$ cat src/rtl/przesuniecie_sekw.sv
// Sequential shifter: SAL / SAR / SHR / ROL, one bit per clock, with
// start/busy/valid handshake and error/overflow flags for out-of-range amounts.
//
//   state | meaning
//   IDLE  | waiting for i_start; operands captured on the accepting edge
//   SHIFT | one bit per edge while counter != 0; loads outputs when it hits 0
//   DONE  | one-cycle o_valid pulse, then back to IDLE
module przesuniecie_sekw #(
    parameter int BITS = 32
) (
    input  logic            i_clk,
    input  logic            i_rst,
    input  logic            i_start,
    input  logic [1:0]      i_mode,
    input  logic [BITS-1:0] i_arg_A,
    input  logic [BITS-1:0] i_arg_B,
    output logic [BITS-1:0] o_result,
    output logic            o_busy,
    output logic            o_valid,
    output logic            o_error,
    output logic            o_overflow
);

    localparam int CW = $clog2(BITS + 1);
    localparam logic [BITS-1:0] BITS_V = BITS'(BITS);
    localparam logic [CW-1:0] CNT_ONE = CW'(1);

    localparam logic [1:0] MODE_SAL = 2'b00;
    localparam logic [1:0] MODE_SAR = 2'b01;
    localparam logic [1:0] MODE_SHR = 2'b10;
    localparam logic [1:0] MODE_ROL = 2'b11;

    typedef enum logic [1:0] {
        IDLE  = 2'd0,
        SHIFT = 2'd1,
        DONE  = 2'd2
    } state_t;

    state_t state_q, state_d;

    logic [1:0]      mode_q;
    logic [BITS-1:0] work_q;
    logic [BITS-1:0] shifted;
    logic [CW-1:0]   cnt_q;
    logic            neg_q;
    logic            big_q;
    logic            sal_ovf_q;

    logic accept;
    logic step;
    logic last;
    logic arg_neg;
    logic arg_big;
    logic sign_loss;

    assign accept    = (state_q == IDLE) && i_start;
    assign step      = (state_q == SHIFT) && (cnt_q != '0);
    assign last      = (state_q == SHIFT) && (cnt_q == '0);
    assign arg_neg   = i_arg_B[BITS-1];
    assign arg_big   = !arg_neg && (i_arg_B > BITS_V);
    assign sign_loss = work_q[BITS-1] ^ work_q[BITS-2];

    always_ff @(posedge i_clk) begin
        if (i_rst) begin
            state_q <= IDLE;
        end else begin
            state_q <= state_d;
        end
    end

    always_comb begin
        state_d = state_q;
        o_busy  = 1'b0;
        o_valid = 1'b0;
        case (state_q)
            IDLE: begin
                if (i_start) begin
                    state_d = SHIFT;
                end
            end
            SHIFT: begin
                o_busy = 1'b1;
                if (cnt_q == '0) begin
                    state_d = DONE;
                end
            end
            DONE: begin
                o_busy  = 1'b1;
                o_valid = 1'b1;
                state_d = IDLE;
            end
            default: begin
                state_d = IDLE;
            end
        endcase
    end

    always_comb begin
        shifted = work_q;
        case (mode_q)
            MODE_SAL: shifted = {work_q[BITS-2:0], 1'b0};
            MODE_SAR: shifted = {work_q[BITS-1], work_q[BITS-1:1]};
            MODE_SHR: shifted = {1'b0, work_q[BITS-1:1]};
            MODE_ROL: shifted = {work_q[BITS-2:0], work_q[BITS-1]};
            default:  shifted = work_q;
        endcase
    end

    // Out-of-range amounts load a zero count so SHIFT finishes on its first edge.
    always_ff @(posedge i_clk) begin
        if (i_rst) begin
            mode_q     <= MODE_SAL;
            work_q     <= '0;
            cnt_q      <= '0;
            neg_q      <= 1'b0;
            big_q      <= 1'b0;
            sal_ovf_q  <= 1'b0;
            o_result   <= '0;
            o_error    <= 1'b0;
            o_overflow <= 1'b0;
        end else begin
            if (accept) begin
                work_q    <= i_arg_A;
                mode_q    <= i_mode;
                neg_q     <= arg_neg;
                big_q     <= arg_big;
                sal_ovf_q <= 1'b0;
                cnt_q     <= (arg_neg || arg_big) ? '0 : i_arg_B[CW-1:0];
            end else if (step) begin
                work_q <= shifted;
                cnt_q  <= cnt_q - CNT_ONE;
                if ((mode_q == MODE_SAL) && sign_loss) begin
                    sal_ovf_q <= 1'b1;
                end
            end
            if (last) begin
                o_result   <= (neg_q || big_q) ? '0 : work_q;
                o_error    <= neg_q;
                o_overflow <= big_q || sal_ovf_q;
            end
        end
    end

endmodule

$ cat config.mk
export PLATFORM = sky130hd
export DESIGN_NAME = przesuniecie_sekw
export DESIGN_NICKNAME = d
export VERILOG_FILES = /design/src/rtl/przesuniecie_sekw.sv
export SDC_FILE = /design/constraint.sdc
export NUM_CORES = 1
export LEC_CHECK = 0
export BUFFER_PORTS_ARGS = -buffer_cell sky130_fd_sc_hd__buf_2
export CAP_MARGIN = 20
export CELL_PAD_IN_SITES_DETAIL_PLACEMENT = 0
export CELL_PAD_IN_SITES_GLOBAL_PLACEMENT = 1
export CORE_ASPECT_RATIO = 1.75
export CORE_UTILIZATION = 41
export DETAILED_ROUTE_END_ITERATION = 12
export PLACE_DENSITY = 0.88
export RECOVER_POWER = 100
export SKIP_CTS_REPAIR_TIMING = 1
export SLEW_MARGIN = 10
export SYNTH_ARGS = -nofsm -noshare
export SYNTH_HDL_FRONTEND = slang
export SYNTH_SLANG_ARGS = --single-unit
$ cat constraint.sdc
create_clock -name i_clk -period 3.2 [get_ports i_clk]
set_clock_uncertainty 0.15 [all_clocks]
set_input_delay 0.8 -clock i_clk [delete_from_list [all_inputs] [get_ports i_clk]]
set_output_delay 0.8 -clock i_clk [all_outputs]
set_load 0.01 [all_outputs]
After elaboration in Yosys (flattened, before gate mapping)
Index checks and enable logic that the tools add are counted.
{"block": "totals", "register_bits": 79, "latch_bits": 0, "ramBits": 0, "rom_bits": 0, "wordCells": 53, "mem_count": 0}
{"block": "classes", "addsub": 1, "mul": 0, "div": 0, "n_lt_le_gt_ge": 1, "eq_ne": 8, "shift": 0, "n_mux": 12, "n_bitwise": 1, "n_reduce_logical": 19}
{"cell": "32-bit case mux with 4 select lines", "n": 1}
{"cell": "32-bit two-way mux", "n": 3}
{"cell": "32-bit by 6-bit > comparator with 1-bit output (second input constant)", "n": 1}
{"cell": "6-bit two-way mux", "n": 3}
{"cell": "2-bit equality test (second input constant)", "n": 3}
{"cell": "6-bit logical NOT", "n": 1}
{"cell": "2-bit AND reduction", "n": 3}
{"cell": "6-bit nonzero test", "n": 1}
{"cell": "6-bit by 1-bit subtractor with 6-bit output (second input constant)", "n": 1}
{"cell": "1-bit logical AND", "n": 5}
{"cell": "2-bit by 1-bit equality test with 1-bit output (second input constant)", "n": 2}
{"cell": "2-bit logical NOT", "n": 2}
{"cell": "2-bit two-way mux", "n": 2}
{"cell": "2-bit != test (second input constant)", "n": 2}
{"cell": "2-bit case mux with 2 select lines", "n": 1}
{"cell": "2-bit OR reduction", "n": 2}
{"cell": "1-bit logical OR", "n": 3}
{"cell": "1-bit two-way mux", "n": 2}
{"cell": "2-bit by 1-bit != test with 1-bit output (second input constant)", "n": 1}
{"cell": "2-bit nonzero test", "n": 1}
{"cell": "1-bit logical NOT", "n": 1}
{"cell": "1-bit XOR", "n": 1}

Longest topological paths before layout
Gate-level depths: netlist (run 1).
{"block": "logic_depth", "word_depth": 5, "depth_mapped": 8, "depth_no_buf": 6}

Least setup slack after synthesis (run 1)
OpenSTA, ideal clock, no wires.
{"block": "synth_path", "path_type": "input port to flip-flop", "startpoint": "input i_arg_B[0]", "endpoint": "register cnt_q[5]", "t_arrival_ns": 1.856, "required_time_ns": 2.962, "setup_slack_ns": 1.106, "path_stages": 4, "n_path_buf": 0, "cell_sequence": "or4_1 > o21ai_2 > nand4_2 > o32ai_2"}
{"block": "synth_via", "elab_chain_cells": 5}
{"item": "start: declaration", "line_no": "16", "text": "input logic [BITS-1:0] i_arg_B,"}
{"item": "32-bit by 6-bit > comparator with 1-bit output", "line_no": "60", "text": "assign arg_big = !arg_neg && (i_arg_B > BITS_V);"}
{"item": "1-bit logical AND", "line_no": "60"}
{"item": "1-bit logical OR", "line_no": "128", "text": "cnt_q <= (arg_neg || arg_big) ? '0 : i_arg_B[CW-1:0];"}
{"item": "6-bit two-way mux", "line_no": "128"}
{"item": "6-bit two-way mux", "line_no": "122", "text": "if (accept) begin"}
{"item": "end signal: assignment", "line_no": "128"}
{"item": "end signal: assignment", "line_no": "131", "text": "cnt_q <= cnt_q - CNT_ONE;"}
{"item": "end: declaration", "line_no": "44", "text": "logic [CW-1:0] cnt_q;"}
Every way passes these cells.
A chain may end at the register's enable or synchronous reset.

Worst setup path in the final report (run 1)
Same ends and word-level chain as after synthesis.

==> impl_metrics.json, run 1 <==
{
  "grt_remaining_overflow": 0,
  "dieHeight_um": 128.9,
  "number_of_global_route_vias_before_repair": 3334,
  "path_cells": "buf_2, or4_1, o21ai_0, nand4_1, o32ai_2",
  "drt_pass1_iterations": 4,
  "arrival_ps": 2400,
  "violation_count_after_the_first_detailed_route_iteration": 210,
  "timing.setup.tns_ps": 0,
  "critPathMaxStageDelay_ps": 500,
  "grt_util_met1_pct": 22.91,
  "antenna_violations_before_repair": 0,
  "cp_num_buf_inv": 1,
  "seqPwrFrac_pct": 34.3,
  "critical_path_maximum_fanout": 4,
  "tightestPinTransition_ps": 751.1,
  "critPathSlowestCell": "sky130_fd_sc_hd__or4_1",
  "totalWireLength_um": 9913,
  "cts_buffers": 9,
  "place.gp.congestion": 0.8072,
  "register_area_um2": 1582,
  "synth_area_leader_cell": "sky130_fd_sc_hd__dfxtp_1",
  "insertion_delay_ps": 330,
  "routed_via_density": 5.320,
  "synth.top_cells.by_area": "sky130_fd_sc_hd__dfxtp_1 (42%), sky130_fd_sc_hd__mux2i_1 (8.5%), sky130_fd_sc_hd__nand2_1 (7.3%), sky130_fd_sc_hd__a22o_1 (7.0%), sky130_fd_sc_hd__a21oi_1 (5.7%)",
  "power.share.switching_pct": 37.38,
  "floorplan.core_area_um2": 8979,
  "synth.yosys.warnings": 0,
  "post_route_worst_hold_slack_ps": 295.9,
  "num-nets-final": 607,
  "max_cap_check_violation_count": 0,
  "floorplan.rows": 46,
  "fp.dieArea_um2": 9606,
  "power.combinational.fraction_pct": 35.8,
  "netlist-cell-type-count": 47,
  "worstSetupStartpointType": "input pin",
  "hold_violations": 0,
  "area_fraction_of_the_dominant_cell_type_after_synthesis_pct": 41.91,
  "syn-cell-area_um2": 3774,
  "top_usage_layer": "met2",
  "avgRoutedWirePerCell_um": 15.09,
  "place.port_buffers": 104,
  "max-slew-margin-rel_pct": 49.93,
  "worst-endpoint-required_ps": 3290,
  "outcome": "finished, final reports clean",
  "drt_drc_violations_left": 0,
  "nFillCells": 902,
  "synth_sequential_area_ratio_pct": 41.91,
  "synth-seq-cells": 79,
  "global_route_wire_length_before_repair_um": 15730,
  "post-dp-hpwl_um": 7104,
  "netlist_instances": 441,
  "grt.total_usage_pct": 21.46,
  "drive_above_1_share_pct": 18.81,
  "area_delta_synth_final_pct": 22.75,
  "cellInternalPower_w": 0.002420,
  "crit_path_max_delay_family": "simple AND/OR/NAND/NOR gates",
  "insertedDiodeCount": 0,
  "final.period_utilization_pct": 72.06,
  "grt_use_met2_pct": 38.42,
  "power-per-cell-area_nw_per_um2": 834.2,
  "async_reset_ff_share_pct": 0,
  "cts.path.max_buffers": 2,
  "synth_ff_type": "sky130_fd_sc_hd__dfxtp_1",
  "maxClockFrequency_mhz": 433.7,
  "fin_total_pwr_w": 0.003864,
  "p_leak_nw": 1.745,
  "report.final.slew_viol_count": 0,
  "worst_ir_drop_vdd_mv": 0.3662,
  "path_class": "in2reg",
  "globalRouteMet3Util_pct": 4.933,
  "die_width_um": 74.52,
  "clkPwrFrac_pct": 29.9,
  "tritoncts": "built",
  "synth_area_per_cell_um2": 8.557,
  "root_buffer": "sky130_fd_sc_hd__clkbuf_16",
  "routed-via-count": 3495,
  "finalSetupViolations": 0,
  "grt_max_degree": 42,
  "top_level_ports": 105,
  "grt_setup_unrepaired": "false",
  "synth_edf_count": 0,
  "final_worst_path_period_need_ps": 2306,
  "finish.utilization_pct": 51.59,
  "setup.worst_path.end_class": "flop",
  "mappedNetlistNets": 516,
  "initial_core_utilization_pct": 42.03,
  "footprint_of_the_multi_input_gates_um2": 1973,
  "clkSinkCount": 79,
  "postRouteAntennaNets": 0,
  "switchingPower_w": 0.001444,
  "htree_levels": 3,
  "holdCritPathClass": "reg2reg",
  "cts.reportedPaths.clkPinSlew_ps": 60
}
## layer usage
| metal | vias up | wire, µm |
|---|---|---|
| met5 | - | 0 |
| met4 | 0 | 187 |
| met1 | 1624 | 3806 |
| met3 | 13 | 494 |
| li1 | 1760 | - |
| met2 | 98 | 5425 |
## cell usage in the layout (no fill, tap or decap), drive strengths merged, types with 8 or more instances in the layout
cell	instances
mux2i	32
buf	77
nand3	35
a21oi	44
clkbuf	48
o21ai	37
inv	8
nand2	73
a22o	30
nor2	10
dfxtp	79
## tightest hold or removal path: stages (launching register included)
cell and delay (ps):
sky130_fd_sc_hd__dfxtp_1 300, sky130_fd_sc_hd__nand2_1 50, sky130_fd_sc_hd__a21oi_1 50
## per-stage QoR
step	std cells	setup WS (ps)	area, µm²
final	657	894.2	4632
after global placement	640	455.8	4343
after detailed placement	640	373.8	4343
after floorplan	441	1106	3774
after CTS	656	648.4	4681
after global routing	657	704.3	4632
## path summary, 6_finish.rpt
check / startpoint / slack [ps] / cells after the start / endpoint
hold / removal: o_result[22] / 300 / 2 / o_result[22]
setup / recovery: i_arg_B[0] / 890 / 5 / cnt_q[5]
setup reg to reg: state_q[0] / 940 / 6 / work_q[15]
hold reg to reg: o_result[22] / 300 / 2 / o_result[22]
## cell type report
type / count / area share, %
Clock buffer: 10 / 4.943
Tap cell: 120 / 3.241
Clock inverter: 6 / 2.350
Timing Repair Buffer: 115 / 12.07
Inverter: 8 / 0.6483
Multi-Input combinational cell: 319 / 42.60
Sequential cell: 79 / 34.14
## Yosys cell counts, types with 2 or more instances
library cell / instances
sky130_fd_sc_hd__nor2_1: 10
sky130_fd_sc_hd__nor3_1: 4
sky130_fd_sc_hd__ha_1: 6
sky130_fd_sc_hd__o21ai_0: 6
sky130_fd_sc_hd__and3_1: 2
sky130_fd_sc_hd__o31ai_1: 2
sky130_fd_sc_hd__nand2b_1: 2
sky130_fd_sc_hd__o22ai_1: 3
sky130_fd_sc_hd__buf_4: 3
sky130_fd_sc_hd__inv_1: 8
sky130_fd_sc_hd__nor3b_1: 2
sky130_fd_sc_hd__buf_6: 6
sky130_fd_sc_hd__a22o_1: 30
sky130_fd_sc_hd__a21oi_1: 43
sky130_fd_sc_hd__nand4_1: 3
sky130_fd_sc_hd__buf_2: 5
sky130_fd_sc_hd__nor4_1: 6
sky130_fd_sc_hd__nand3_1: 35
sky130_fd_sc_hd__xor2_1: 3
sky130_fd_sc_hd__nand2_1: 73
sky130_fd_sc_hd__o311ai_0: 3
sky130_fd_sc_hd__xnor2_1: 2
sky130_fd_sc_hd__a311oi_1: 2
sky130_fd_sc_hd__nor2b_1: 3
sky130_fd_sc_hd__mux2i_1: 32
sky130_fd_sc_hd__o21ai_1: 29
sky130_fd_sc_hd__dfxtp_1: 79
sky130_fd_sc_hd__clkbuf_1: 18
sky130_fd_sc_hd__buf_1: 3
## state kept, by name, indices dropped and copies added (netlist names)
name and count:
work_q 32, mode_q 2, o_result 32, sal_ovf_q 1
cnt_q 6, neg_q 1, big_q 1, state_q 2
o_error 1, o_overflow 1
## power groups by stage
stage | clock network [W] | logic (W) | registers [W]
floorplan | 0 | 0.00112 | 0.00130
global placement | 0 | 0.00139 | 0.00134
detailed placement | 0 | 0.00141 | 0.00134
CTS | 0.00117 | 0.00142 | 0.00132
global route | 0.00122 | 0.00154 | 0.00135
finish | 0.00115 | 0.00138 | 0.00133
## logic make-up after synthesis
group	Yosys count	share of synthesized area [%]
AO/OA/AOI/OAI	129	22.12
XOR/XNOR	6	1.592
adder cells (fa/ha/maj)	6	1.989
buffers and inverters	43	5.935
flip-flops	79	41.91
multiplexers	32	8.488
AND/OR/NAND/NOR	146	17.97
(Power assumes the default switching activity.)
==> run 2, diff against run 1 <==
--- a/config.mk
+++ b/config.mk
@@ -5,14 +5,15 @@
 export SDC_FILE = /design/constraint.sdc
 export NUM_CORES = 1
 export LEC_CHECK = 0
+export ABC_AREA = 1
 export BUFFER_PORTS_ARGS = -buffer_cell sky130_fd_sc_hd__buf_2
 export CAP_MARGIN = 20
 export CELL_PAD_IN_SITES_DETAIL_PLACEMENT = 0
 export CELL_PAD_IN_SITES_GLOBAL_PLACEMENT = 1
 export CORE_ASPECT_RATIO = 1.75
-export CORE_UTILIZATION = 41
+export CORE_UTILIZATION = 33
 export DETAILED_ROUTE_END_ITERATION = 12
-export PLACE_DENSITY = 0.88
+export PLACE_DENSITY = 0.78
 export RECOVER_POWER = 100
 export SKIP_CTS_REPAIR_TIMING = 1
 export SLEW_MARGIN = 10
==> constraint.sdc (replaced) <==
create_clock -name i_clk -period 2 [get_ports i_clk]
set_clock_uncertainty 0.15 [all_clocks]
set_input_delay 0.5 -clock i_clk [delete_from_list [all_inputs] [get_ports i_clk]]
set_output_delay 0.5 -clock i_clk [all_outputs]
set_load 0.01 [all_outputs]
==> impl_metrics.json, run 2 <==
{
  "grt_max_degree": 65,
  "area_fraction_of_the_dominant_cell_type_after_synthesis_pct": 40.71,
  "post_synthesis_share_of_cell_area_spent_on_full_adders_half_adders_and_majority_gates_pct": 1.932,
  "drt_pass1_iterations": 8,
  "async_reset_ff_share_pct": 0,
  "cts.path.max_buffers": 2,
  "critical_path_maximum_fanout": 3,
  "worstSetupStartpointType": "flop",
  "htree_levels": 3,
  "nFillCells": 1231,
  "place.gp.congestion": 0.8120,
  "tritoncts": "built",
  "timing.setup.tns_ps": 0,
  "synth_ff_type": "sky130_fd_sc_hd__dfxtp_1",
  "floorplan.rows": 52,
  "register_area_um2": 1582,
  "routed-via-count": 3888,
  "tightestPinTransition_ps": 478.8,
  "finish.utilization_pct": 40.86,
  "clkSinkCount": 79,
  "largest_family_of_logic_cells_by_synthesized_area": "compound AO/OA/AOI/OAI gates",
  "place_worst_setup_slack_ps": 154.6,
  "initial_core_utilization_pct": 33.74,
  "final_worst_path_period_need_ps": 1858,
  "holdCritPathClass": "in2reg",
  "ys_top_cells_by_count": "sky130_fd_sc_hd__nand2_1 (117), sky130_fd_sc_hd__o21ai_0 (100), sky130_fd_sc_hd__dfxtp_1 (79), sky130_fd_sc_hd__a21oi_1 (75), sky130_fd_sc_hd__nand3_1 (38)",
  "synth_compound_area_share_pct": 24.19,
  "fp.dieArea_um2": 12230,
  "area_delta_synth_final_pct": 21.13,
  "synth-seq-cells": 79,
  "synth_simple_gate_area_share_pct": 23.12,
  "cts_buffers": 9,
  "synthMuxAreaShare_pct": 0,
  "largestRegisters": "o_result: 32 flops, work_q: 32 flops, cnt_q: 6 flops",
  "footprint_of_the_multi_input_gates_um2": 1956,
  "mappedNetlistNets": 620,
  "most-common-layout-cells": "sky130_fd_sc_hd__nand2_1 (116), sky130_fd_sc_hd__o21ai_0 (101), sky130_fd_sc_hd__dfxtp_1 (79)",
  "max_cap_check_violation_count": 0,
  "netlist-cell-type-count": 29,
  "post-dp-hpwl_um": 7413,
  "hold_violations": 0,
  "insertedDiodeCount": 0,
  "placed_cells": 758,
  "dieHeight_um": 145.5,
  "post-route-worst-setup-slack_ps": 142.2,
  "grt_remaining_overflow": 0,
  "post_route_worst_hold_slack_ps": 274.9,
  "path_class": "reg2out",
  "cts.reportedPaths.clkPinSlew_ps": 60,
  "number_of_global_route_vias_before_repair": 3731,
  "finalSetupViolations": 0,
  "synth_xor_xnor_area_share_pct": 0.9018,
  "synth.yosys.warnings": 0,
  "avgRoutedWirePerCell_um": 13.56,
  "power-per-cell-area_nw_per_um2": 1469,
  "totalWireLength_um": 10480,
  "outcome": "complete, but fails checks",
  "worst_ir_drop_vdd_mv": 0.5786,
  "synth_area_per_cell_um2": 7.128,
  "postRouteAntennaNets": 0,
  "synth_area_leader_cell": "sky130_fd_sc_hd__dfxtp_1",
  "antenna_violations_before_repair": 0,
  "root_buffer": "sky130_fd_sc_hd__clkbuf_16",
  "routed_via_density": 5.030,
  "violation_count_after_the_first_detailed_route_iteration": 213,
  "grt.total_usage_pct": 18.05,
  "mostFrequentLayoutCell": "sky130_fd_sc_hd__nand2_1",
  "insertion_delay_ps": 340,
  "arrival_ps": 1210,
  "final.period_utilization_pct": 92.89,
  "synthMostInstantiatedCell": "sky130_fd_sc_hd__nand2_1",
  "regToRegSetupSlack_ps": 200,
  "num-nets-final": 709,
  "place.port_buffers": 104,
  "setup.worst_path.end_class": "output pin",
  "finalNonFillerCells": 773,
  "netlist_instances": 545,
  "drt_drc_violations_left": 6,
  "synth_sequential_area_ratio_pct": 40.71,
  "max-slew-margin-rel_pct": 67.96,
  "grt_setup_unrepaired": "false",
  "worst-endpoint-required_ps": 1350,
  "floorplan.core_area_um2": 11520,
  "violations": "design-rule violations",
  "synth_edf_count": 0,
  "drive_above_1_share_pct": 17.08,
  "syn-cell-area_um2": 3885,
  "report.final.slew_viol_count": 0,
  "die_width_um": 84.02,
  "global_route_wire_length_before_repair_um": 17490,
  "top_level_ports": 105,
  "p_leak_nw": 1.950,
  "maxClockFrequency_mhz": 538.3,
  "synth.top_cells.by_area": "sky130_fd_sc_hd__dfxtp_1 (41%), sky130_fd_sc_hd__o21ai_0 (13%), sky130_fd_sc_hd__nand2_1 (11%), sky130_fd_sc_hd__a21oi_1 (9.7%), sky130_fd_sc_hd__nand3_1 (4.9%)"
}
run 2: cell types whose count changed after synthesis, moves of 6 or more:
cell	previous run	this run
sky130_fd_sc_hd__o21ai_0	6	100
sky130_fd_sc_hd__nand2_1	73	117
sky130_fd_sc_hd__a21oi_1	43	75
sky130_fd_sc_hd__mux2i_1	32	0
sky130_fd_sc_hd__a22o_1	30	0
sky130_fd_sc_hd__o21ai_1	29	8
sky130_fd_sc_hd__inv_1	8	28
sky130_fd_sc_hd__nor2_1	10	29
sky130_fd_sc_hd__nor4_1	6	0
run 2: path summary, 6_finish.rpt:
kind                                  start           to  cells after the start
worst max register to register   state_q[1]   work_q[22]                      8
worst min register to register  o_result[7]  o_result[7]                      2
worst min-delay path              i_mode[0]    mode_q[0]                      3
worst max-delay path             state_q[1]       o_busy                      3
run 2: logic make-up after synthesis:
family          count (synthesis)
compound gates                186
xor+xnor                        4
fa+ha+maj                       6
buf+inv                        68
flops                          79
simple gates                  202
run 2: final cells by class:
cell class / instances / share of cell area, %
multi-input cells: 398 / 41.56
flip-flops and latches: 79 / 33.61
repair buffers: 115 / 12.34
clock buffers: 11 / 5.371
well taps: 135 / 3.589
inverters: 31 / 2.579
clock inverters: 4 / 0.9572
run 2: layer usage:
layer / vias to the layer above / global-route usage (%) / share of wire, %
li1: 2006 / - / -
met5: - / 0 / 0
met4: 0 / 8.017 / 1.7
met2: 106 / 32.95 / 53
met1: 1763 / 20.11 / 41
met3: 13 / 3.233 / 4.9
run 2: where the power goes:
group / switching [W] / internal [W] / total [W]
clock network: 0.000635 / 0.00102 / 0.00166
registers: 0.000355 / 0.00199 / 0.00235
logic: 0.00189 / 0.00102 / 0.00291
total: 0.00288 / 0.00403 / 0.00691
run 2: stage by stage:
stage	power, W	cell area [µm²]
detailed placement	0.005321	4451
global route	0.007540	4706
CTS	0.006990	4748
floorplan	0.004737	3885
global placement	0.005242	4451
finish	0.006914	4706
run 2: critical path, cell delays in order, from the launching register on:
cell	delay, ps
sky130_fd_sc_hd__dfxtp_1	360
sky130_fd_sc_hd__inv_1	90
sky130_fd_sc_hd__ha_1	270
sky130_fd_sc_hd__clkbuf_1	150
